==> config.mk <==
export PLATFORM = sky130hd
export DESIGN_NAME = fprint_comparator
export DESIGN_NICKNAME = d
export VERILOG_FILES = /design/src/rtl/fprint_comparator.sv
export SDC_FILE = /design/constraint.sdc
export NUM_CORES = 1
export LEC_CHECK = 0
export ABC_AREA = 1
export CORE_MARGIN = 2
export CORE_UTILIZATION = 47
export CTS_BUF_LIST = sky130_fd_sc_hd__clkbuf_16
export CTS_CLUSTER_SIZE = 16
export DETAILED_ROUTE_END_ITERATION = 12
export PLACE_DENSITY = 0.79
export SYNTH_ARGS = -nofsm -noshare
export SYNTH_HDL_FRONTEND = slang
export SYNTH_SLANG_ARGS = --single-unit
==> constraint.sdc <==
create_clock -name clk -period 6.8 [get_ports clk]
set_input_delay 1.36 -clock clk [delete_from_list [all_inputs] [get_ports clk]]
set_output_delay 1.36 -clock clk [all_outputs]
set_load 0.005 [all_outputs]
==> src/rtl/fprint_comparator.sv <==
// Fingerprint comparator: reads each core's CRC fingerprints at its tail pointer, votes (TMR)
// or compares (DMR), advances the tails, rewinds the task and reports one result per request.
module fprint_comparator #(
   parameter int KEY_WIDTH   = 4,
   parameter int ADDR_WIDTH  = 10,
   parameter int CRC_WIDTH   = 32,
   parameter int COUNT_WIDTH = 8
) (
   input  logic                   clk,
   input  logic                   reset,
   input  logic                   req_valid,
   output logic                   req_ready,
   input  logic [KEY_WIDTH-1:0]   req_task_id,
   input  logic [COUNT_WIDTH-1:0] req_count,
   input  logic                   req_tmr,
   output logic [KEY_WIDTH-1:0]   comparator_task_id,
   input  logic [ADDR_WIDTH-1:0]  comp_tail_pointer_0,
   input  logic [ADDR_WIDTH-1:0]  comp_tail_pointer_1,
   input  logic [ADDR_WIDTH-1:0]  comp_tail_pointer_2,
   output logic                   comparator_inc_tail_pointer,
   input  logic                   comp_inc_tail_pointer_ack,
   output logic                   comp_reset_task,
   input  logic                   comp_reset_task_ack,
   output logic [ADDR_WIDTH-1:0]  ram_addr,
   output logic [1:0]             ram_core_sel,
   input  logic [CRC_WIDTH-1:0]   ram_rdata,
   output logic                   result_valid,
   output logic [KEY_WIDTH-1:0]   result_task_id,
   output logic                   result_match,
   output logic [2:0]             result_fail_mask,
   output logic [COUNT_WIDTH-1:0] result_index
);

   typedef enum logic [3:0] {
      S_IDLE, S_SETTLE, S_RD0, S_RD1, S_RD2, S_CMP, S_INC, S_RST, S_DONE
   } state_t;

   state_t                 state, state_nxt;
   logic                   rd_phase;
   logic [COUNT_WIDTH-1:0] count_r, index_r, index_inc;
   logic                   tmr_r, match_r;
   logic [2:0]             mask_r, cmp_mask;
   logic [CRC_WIDTH-1:0]   crc0, crc1, crc2;
   logic                   in_read, e01, e02, e12;

   assign in_read   = (state == S_RD0) || (state == S_RD1) || (state == S_RD2);
   assign index_inc = index_r + COUNT_WIDTH'(1);
   assign e01       = (crc0 == crc1);
   assign e02       = (crc0 == crc2);
   assign e12       = (crc1 == crc2);

   // Handshake requests are decoded straight from the state so an async reset drops them at once.
   assign req_ready                   = (state == S_IDLE);
   assign comparator_inc_tail_pointer = (state == S_INC);
   assign comp_reset_task             = (state == S_RST);
   assign result_valid                = (state == S_DONE);

   always_comb begin
      // NOTE: every combinational output gets a default first so no path leaves it unassigned (no latch).
      cmp_mask = 3'b000;
      if (tmr_r) begin
         if (e01 && e02)  cmp_mask = 3'b000;
         else if (e01)    cmp_mask = 3'b100;
         else if (e02)    cmp_mask = 3'b010;
         else if (e12)    cmp_mask = 3'b001;
         else             cmp_mask = 3'b111;
      end else if (!e01) begin
         cmp_mask = 3'b011;
      end
   end

   always_comb begin
      ram_addr     = '0;
      ram_core_sel = 2'd0;
      if (!rd_phase) begin
         unique case (state)
            S_RD0:   begin ram_addr = comp_tail_pointer_0; ram_core_sel = 2'd0; end
            S_RD1:   begin ram_addr = comp_tail_pointer_1; ram_core_sel = 2'd1; end
            S_RD2:   begin ram_addr = comp_tail_pointer_2; ram_core_sel = 2'd2; end
            default: ;
         endcase
      end
   end

   always_comb begin
      state_nxt = state;
      unique case (state)
         S_IDLE:   if (req_valid) state_nxt = (req_count == '0) ? S_RST : S_SETTLE;
         S_SETTLE: state_nxt = S_RD0;
         S_RD0:    if (rd_phase) state_nxt = S_RD1;
         S_RD1:    if (rd_phase) state_nxt = tmr_r ? S_RD2 : S_CMP;
         S_RD2:    if (rd_phase) state_nxt = S_CMP;
         S_CMP:    state_nxt = (cmp_mask == 3'b000) ? S_INC : S_RST;
         S_INC:    if (comp_inc_tail_pointer_ack)
                      state_nxt = (index_inc == count_r) ? S_RST : S_SETTLE;
         S_RST:    if (comp_reset_task_ack) state_nxt = S_DONE;
         S_DONE:   state_nxt = S_IDLE;
         default:  state_nxt = S_IDLE;
      endcase
   end

   // NOTE: sequential state uses non-blocking assignments so all registers update from pre-edge values.
   always_ff @(posedge clk or posedge reset) begin
      if (reset) state <= S_IDLE;
      else       state <= state_nxt;
   end

   always_ff @(posedge clk or posedge reset) begin
      if (reset) begin
         rd_phase           <= 1'b0;
         comparator_task_id <= '0;
         count_r            <= '0;
         index_r            <= '0;
         tmr_r              <= 1'b0;
         match_r            <= 1'b0;
         mask_r             <= 3'b000;
         crc0               <= '0;
         crc1               <= '0;
         crc2               <= '0;
         result_task_id     <= '0;
         result_match       <= 1'b0;
         result_fail_mask   <= 3'b000;
         result_index       <= '0;
      end else begin
         rd_phase <= in_read ? ~rd_phase : 1'b0;
         unique case (state)
            S_IDLE: if (req_valid) begin
               comparator_task_id <= req_task_id;
               count_r            <= req_count;
               tmr_r              <= req_tmr;
               index_r            <= '0;
               match_r            <= 1'b1;
               mask_r             <= 3'b000;
            end
            S_RD0: if (rd_phase) crc0 <= ram_rdata;
            S_RD1: if (rd_phase) crc1 <= ram_rdata;
            S_RD2: if (rd_phase) crc2 <= ram_rdata;
            S_CMP: if (cmp_mask != 3'b000) begin
               match_r <= 1'b0;
               mask_r  <= cmp_mask;
            end
            S_INC: if (comp_inc_tail_pointer_ack) index_r <= index_inc;
            S_RST: if (comp_reset_task_ack) begin
               result_task_id   <= comparator_task_id;
               result_match     <= match_r;
               result_fail_mask <= mask_r;
               result_index     <= match_r ? '0 : index_r;
            end
            default: ;
         endcase
      end
   end

endmodule

# ---- Word-level counts from Yosys, hierarchy flattened
# Index checks and enable logic that the tools add are counted.
dict set report classes {
  n_addsub 1
  n_eq_ne 19
  n_mux 32
  bitwise_logic 1
  n_reduce_logical 17
}
# op count
set ops {}
lappend ops {{$eq 32x32->1} 3}
lappend ops {{$pmux 4 s8} 1}
lappend ops {{$pmux 10 s3} 1}
lappend ops {{$mux 3} 9}
lappend ops {{$mux 4} 6}
lappend ops {{$mux 8} 3}
lappend ops {{$eq 4x3->1 const B} 4}
lappend ops {{$pmux 8 s2} 1}
lappend ops {{$mux 10} 1}
lappend ops {{$ne 2x2->1 const B} 5}
lappend ops {{$reduce_and 2->1} 5}
lappend ops {{$add 8x1->8 const B} 1}
lappend ops {{$eq 4x2->1 const B} 2}
lappend ops {{$eq 8x8->1} 1}
lappend ops {{$logic_not 8->1} 1}
lappend ops {{$pmux 3 s2} 1}
lappend ops {{$reduce_and 3->1} 2}
lappend ops {{$reduce_and 6->1} 1}
lappend ops {{$mux 1} 5}
lappend ops {{$eq 4x1->1 const B} 1}
lappend ops {{$eq 4x4->1 const B} 1}
lappend ops {{$logic_not 4->1} 1}
lappend ops {{$mux 2} 2}
lappend ops {{$ne 2x1->1 const B} 2}
lappend ops {{8 further kinds} 10}
dict set report word_totals {
  ff_bits 142
  inputBits 80
  out_inout_bits 36
  elab_cells 85
}

# ---- Depth between registers and ports, before layout
dict set report depth {
  word_depth 9
  ltp_mapped 13
  depth_no_buf 13
}

# ---- Least setup slack after synthesis
# Ideal clock, no wire load.
dict set report synth_timing {
  kind {input to output}
  startpoint {in comp_tail_pointer_0[0]}
  endpoint {out ram_addr[0]}
  t_arrival_ns 1.574
  required_time_ns 5.440
  path_slack_ns 3.866
  path_stages 4
  n_path_buf 0
  path_cell_list {nand2_1 nand3_1 nand2_1 inv_1}
}
dict set report synth_between {
  elab_chain_len 2
}
# element line
set synth_lines {}
lappend synth_lines {{start, declared} 17} ;# input logic [ADDR_WIDTH-1:0] comp_tail_pointer_0,
lappend synth_lines {{$pmux 10 s3} 76} ;# unique case (state)
lappend synth_lines {{$mux 10} 75} ;# if (!rd_phase) begin
lappend synth_lines {{end, declared} 24} ;# output logic [ADDR_WIDTH-1:0] ram_addr,
# No other way between the ends.

# ---- Worst setup path in the final report
dict set report layout_timing {
  startpoint {in comp_tail_pointer_2[3]}
  endpoint {out ram_addr[3]}
}
dict set report layout_between {
  elab_chain_len 2
}
# element line
set layout_lines {}
lappend layout_lines {{start, declared} 19} ;# input logic [ADDR_WIDTH-1:0] comp_tail_pointer_2,
lappend layout_lines {{$pmux 10 s3} 76}
lappend layout_lines {{$mux 10} 75}
# No other way between the ends.

==> impl_metrics.csv <==
group,metric,value,unit
synth,avgSynthCellArea,7.90,sq um
synth,async_reset_ff_share,100,%
synth,synth.most_common_cell,"nand2_1",
worst_setup_path,path_class,"primary input to output port",
timing,finalCriticalPeriod,3.99,ns
finish,nFillCells,1271,
timing,setup_viol,0,
synth,synth_common_cells,"309 x nand2_1, 142 x dfrtp_1, 105 x o21ai_0",
power_and_ir_drop,combPwrFrac,37.3,%
floorplanning,core_area,15100,sq um
synth,synth_top_flop_cell,"dfrtp_1",
grt,grt_usage,20.6,%
finish,nNetsFinal,1105,
place,place_congestion,0.829,
grt,overflow,0,
timing,worst_pin_slew,1.11,ns
grt,grt_pass1_vias,5647,
clock_tree,cts_resized,0,
finish,synthToLayoutAreaGrowth,26.5,%
worst_setup_path,required,5.44,ns
place,port_buffers,115,
timing,finalWorstSetupSlack,2.81,ns
floorplanning,die_w,128,um
synth,netlist_instances,917,
clock_tree,clkTransAtPathRegs,0.06,ns
timing,tns,0,ns
synth,ys_seq_area_share,49.0,%
finish,final_cells,1225,
routing,vias_per_cell,4.98,
routing,drc_errors,0,
routing,wl_per_cell,13.4,um
power_and_ir_drop,power_density,462,nW/um^2
finish,final_layout_size_suffix_gt1_share,5.30,%
synth,synth_edf_count,0,
clock_tree,clock_path_buffers,2,
timing,skew,0.00854,ns
clock_tree,ctsRootBufferMaster,"clkbuf_16",
floorplanning,rows,45,
floorplanning,start_util,47.8,%
clock_tree,hold_buffers,0,
synth,synth_area_leaders,"dfrtp_1 49%, nand2_1 16%, o21ai_0 7.3%, xnor2_1 6.2%, inv_1 5.3%",
power_and_ir_drop,clockPowerShare,23.7,%
clock_tree,postCtsSetupBuffers,0,
place,post-place-ws,2.81,ns
power_and_ir_drop,vdd_drop_max,287,uV
synth,synth_top_area_share,49.0,%
routing,dr.pass1.iters,5,
grt,grt_pass1_wl,26900,um
synth,synth.ff_latch_count,142,
synth,synth_area,7250,sq um
worst_setup_path,end_kind,"output port",
timing,rsz0062_at_grt,"false",
flow_run,drv_cap,0,
synth,yosysTopAreaCell,"dfrtp_1",
routing,drt_iter0_drc,409,
power_and_ir_drop,switchingPower,1.56,mW
synth,yosysUniqueCellTypes,33,
clock_tree,cts.sinks,142,
clock_tree,cts_tree,"yes",
synth,syn_nets,998,
timing,finalCritPeriodShare,58.7,%
power_and_ir_drop,p_leak,4.51,nW
power_and_ir_drop,p_seq_share,39.0,%
clock_tree,cts-htree-levels,4,
timing,slew-limit-headroom,25.6,%
power_and_ir_drop,swShare,36.8,%
floorplanning,io_pins,116,
worst_setup_path,cp.arrival,2.63,ns
floorplanning,die_area,16400,sq um
place,place_inst,1193,
routing,drt_wl_total,16400,um
power_and_ir_drop,internal-power,2.68,mW
hold_path,hp-class,"register to register",
clock_tree,clock_latency,0.42,ns
finish,antenna_cells,0,
outcome,outcome,"complete, no violations",
worst_setup_path,crit_fanout,1,
routing,ant_nets,0,
synth,yosys_warnings,0,
routing,num_vias,6095,
floorplanning,die_h,128,um
timing,final_hold_viol_count,0,
grt,antenna_found_initial,0,
timing,slew_viol_final,0,
clock_tree,cts_inserted_buffers,17,
worst_setup_path,start_kind,"primary input",
place,dp_hpwl,11000,um
timing,fmax,0.251,GHz
grt,grt_max_degree,95,
-- registers in the layout, summed over array words and instances (netlist names) --
name	cells
comparator_task_id	4
match_r	1
result_task_id	4
index_r	8
crc0	32
tmr_r	1
result_match	1
crc1	32
result_index	8
rd_phase	1
count_r	8
crc2	32
state	4
result_fail_mask	3
mask_r	3
-- worst paths after layout --
path	slack, ns	cells past startpoint	end	from
min	0.48	2	result_fail_mask[1]	result_fail_mask[1]
min in group asynchronous	1.49	2	crc2[23]	reset
min reg2reg	0.48	2	result_fail_mask[1]	result_fail_mask[1]
max in group asynchronous	4.13	3	crc0[5]	reset
max reg2reg	4.40	5	crc0[28]	state[3]
max	2.81	6	ram_addr[3]	comp_tail_pointer_2[3]
-- cells in the final DEF (no fill, tap or decap), types with 3 or more instances in the layout --
cell type,synthesis,routed
a21oi_1,7,7
nand2_1,309,309
xor2_1,26,26
clkinv_1,1,3
clkinvlp_4,0,3
nand3_1,35,35
inv_6,0,3
nand2_2,5,5
or2_2,4,4
clkbuf_16,0,17
o21ai_0,105,105
clkdlybuf4s50_1,0,115
inv_1,103,102
mux2_2,7,7
nor2_1,55,55
xnor2_1,51,51
o22ai_1,7,7
nand4_1,14,14
bufinv_16,0,5
dfrtp_1,142,142
-- power groups by stage --
| stage | sequential [mW] | clock [mW] | combinational, mW |
|---|---|---|---|
| 2_1_floorplan | 1.57 | 0 | 1.16 |
| 3_3_place_gp | 1.63 | 0 | 1.52 |
| 3_5_place_dp | 1.65 | 0 | 1.57 |
| 4_1_cts | 1.64 | 1.01 | 1.59 |
| 5_1_grt | 1.70 | 1.06 | 1.81 |
| 6_report | 1.65 | 1.00 | 1.58 |
-- metrics by stage --
stage               utilization, %  power, mW  hold slack [ns]  area, sq um
finish                        60.5       4.23            0.477         9170
global route                  60.5       4.57            0.493         9170
CTS                           60.5       4.25            0.480         9170
detailed placement            56.3       3.21            0.461         8520
global placement              56.3       3.15            0.458         8520
floorplan                        -       2.73            0.442         7250
-- worst max-delay path, stage by stage --
cell and delay, ns:
clkdlybuf4s50_1 0.47, nand2_1 0.06, nand3_1 0.10, nand2_1 0.05, inv_1 0.07, clkdlybuf4s50_1 0.51
-- layout make-up --
| cell class | count | area (sq um) | share of cell area [%] |
|---|---|---|---|
| clock inverters | 15 | 216 | 2.36 |
| well taps | 188 | 235 | 2.57 |
| multi-input cells | 641 | 3170 | 34.6 |
| flip-flops and latches | 142 | 3550 | 38.8 |
| clock buffers | 17 | 425 | 4.64 |
| inverters | 106 | 403 | 4.40 |
| repair buffers | 116 | 1160 | 12.6 |
-- metal layers --
layer  global-route usage [%]  part of all wire, %  vias up
met5                        0                    0        -
met4                     7.43                  2.1        0
met3                     4.26                  4.2       32
met2                     33.1                   48      147
li1                         -                    -     3080
met1                     27.8                   46     2836
-- logic make-up (layout without fill, tap and decap cells) --
kind of cell               after synthesis  in the layout  share of synthesized area (%)
xor gates and xnor gates                77             77                           9.31
and+or+nand+nor                        430            430                           24.1
buffers and inverters                  134            254                           7.18
adders and majority gates                1              1                          0.173
AOI/OAI and AO/OA                      126            126                           9.10
DFF                                    142            142                           49.0
muxes                                    7              7                           1.09
Note: power is estimated with default switching activity, not from simulation.
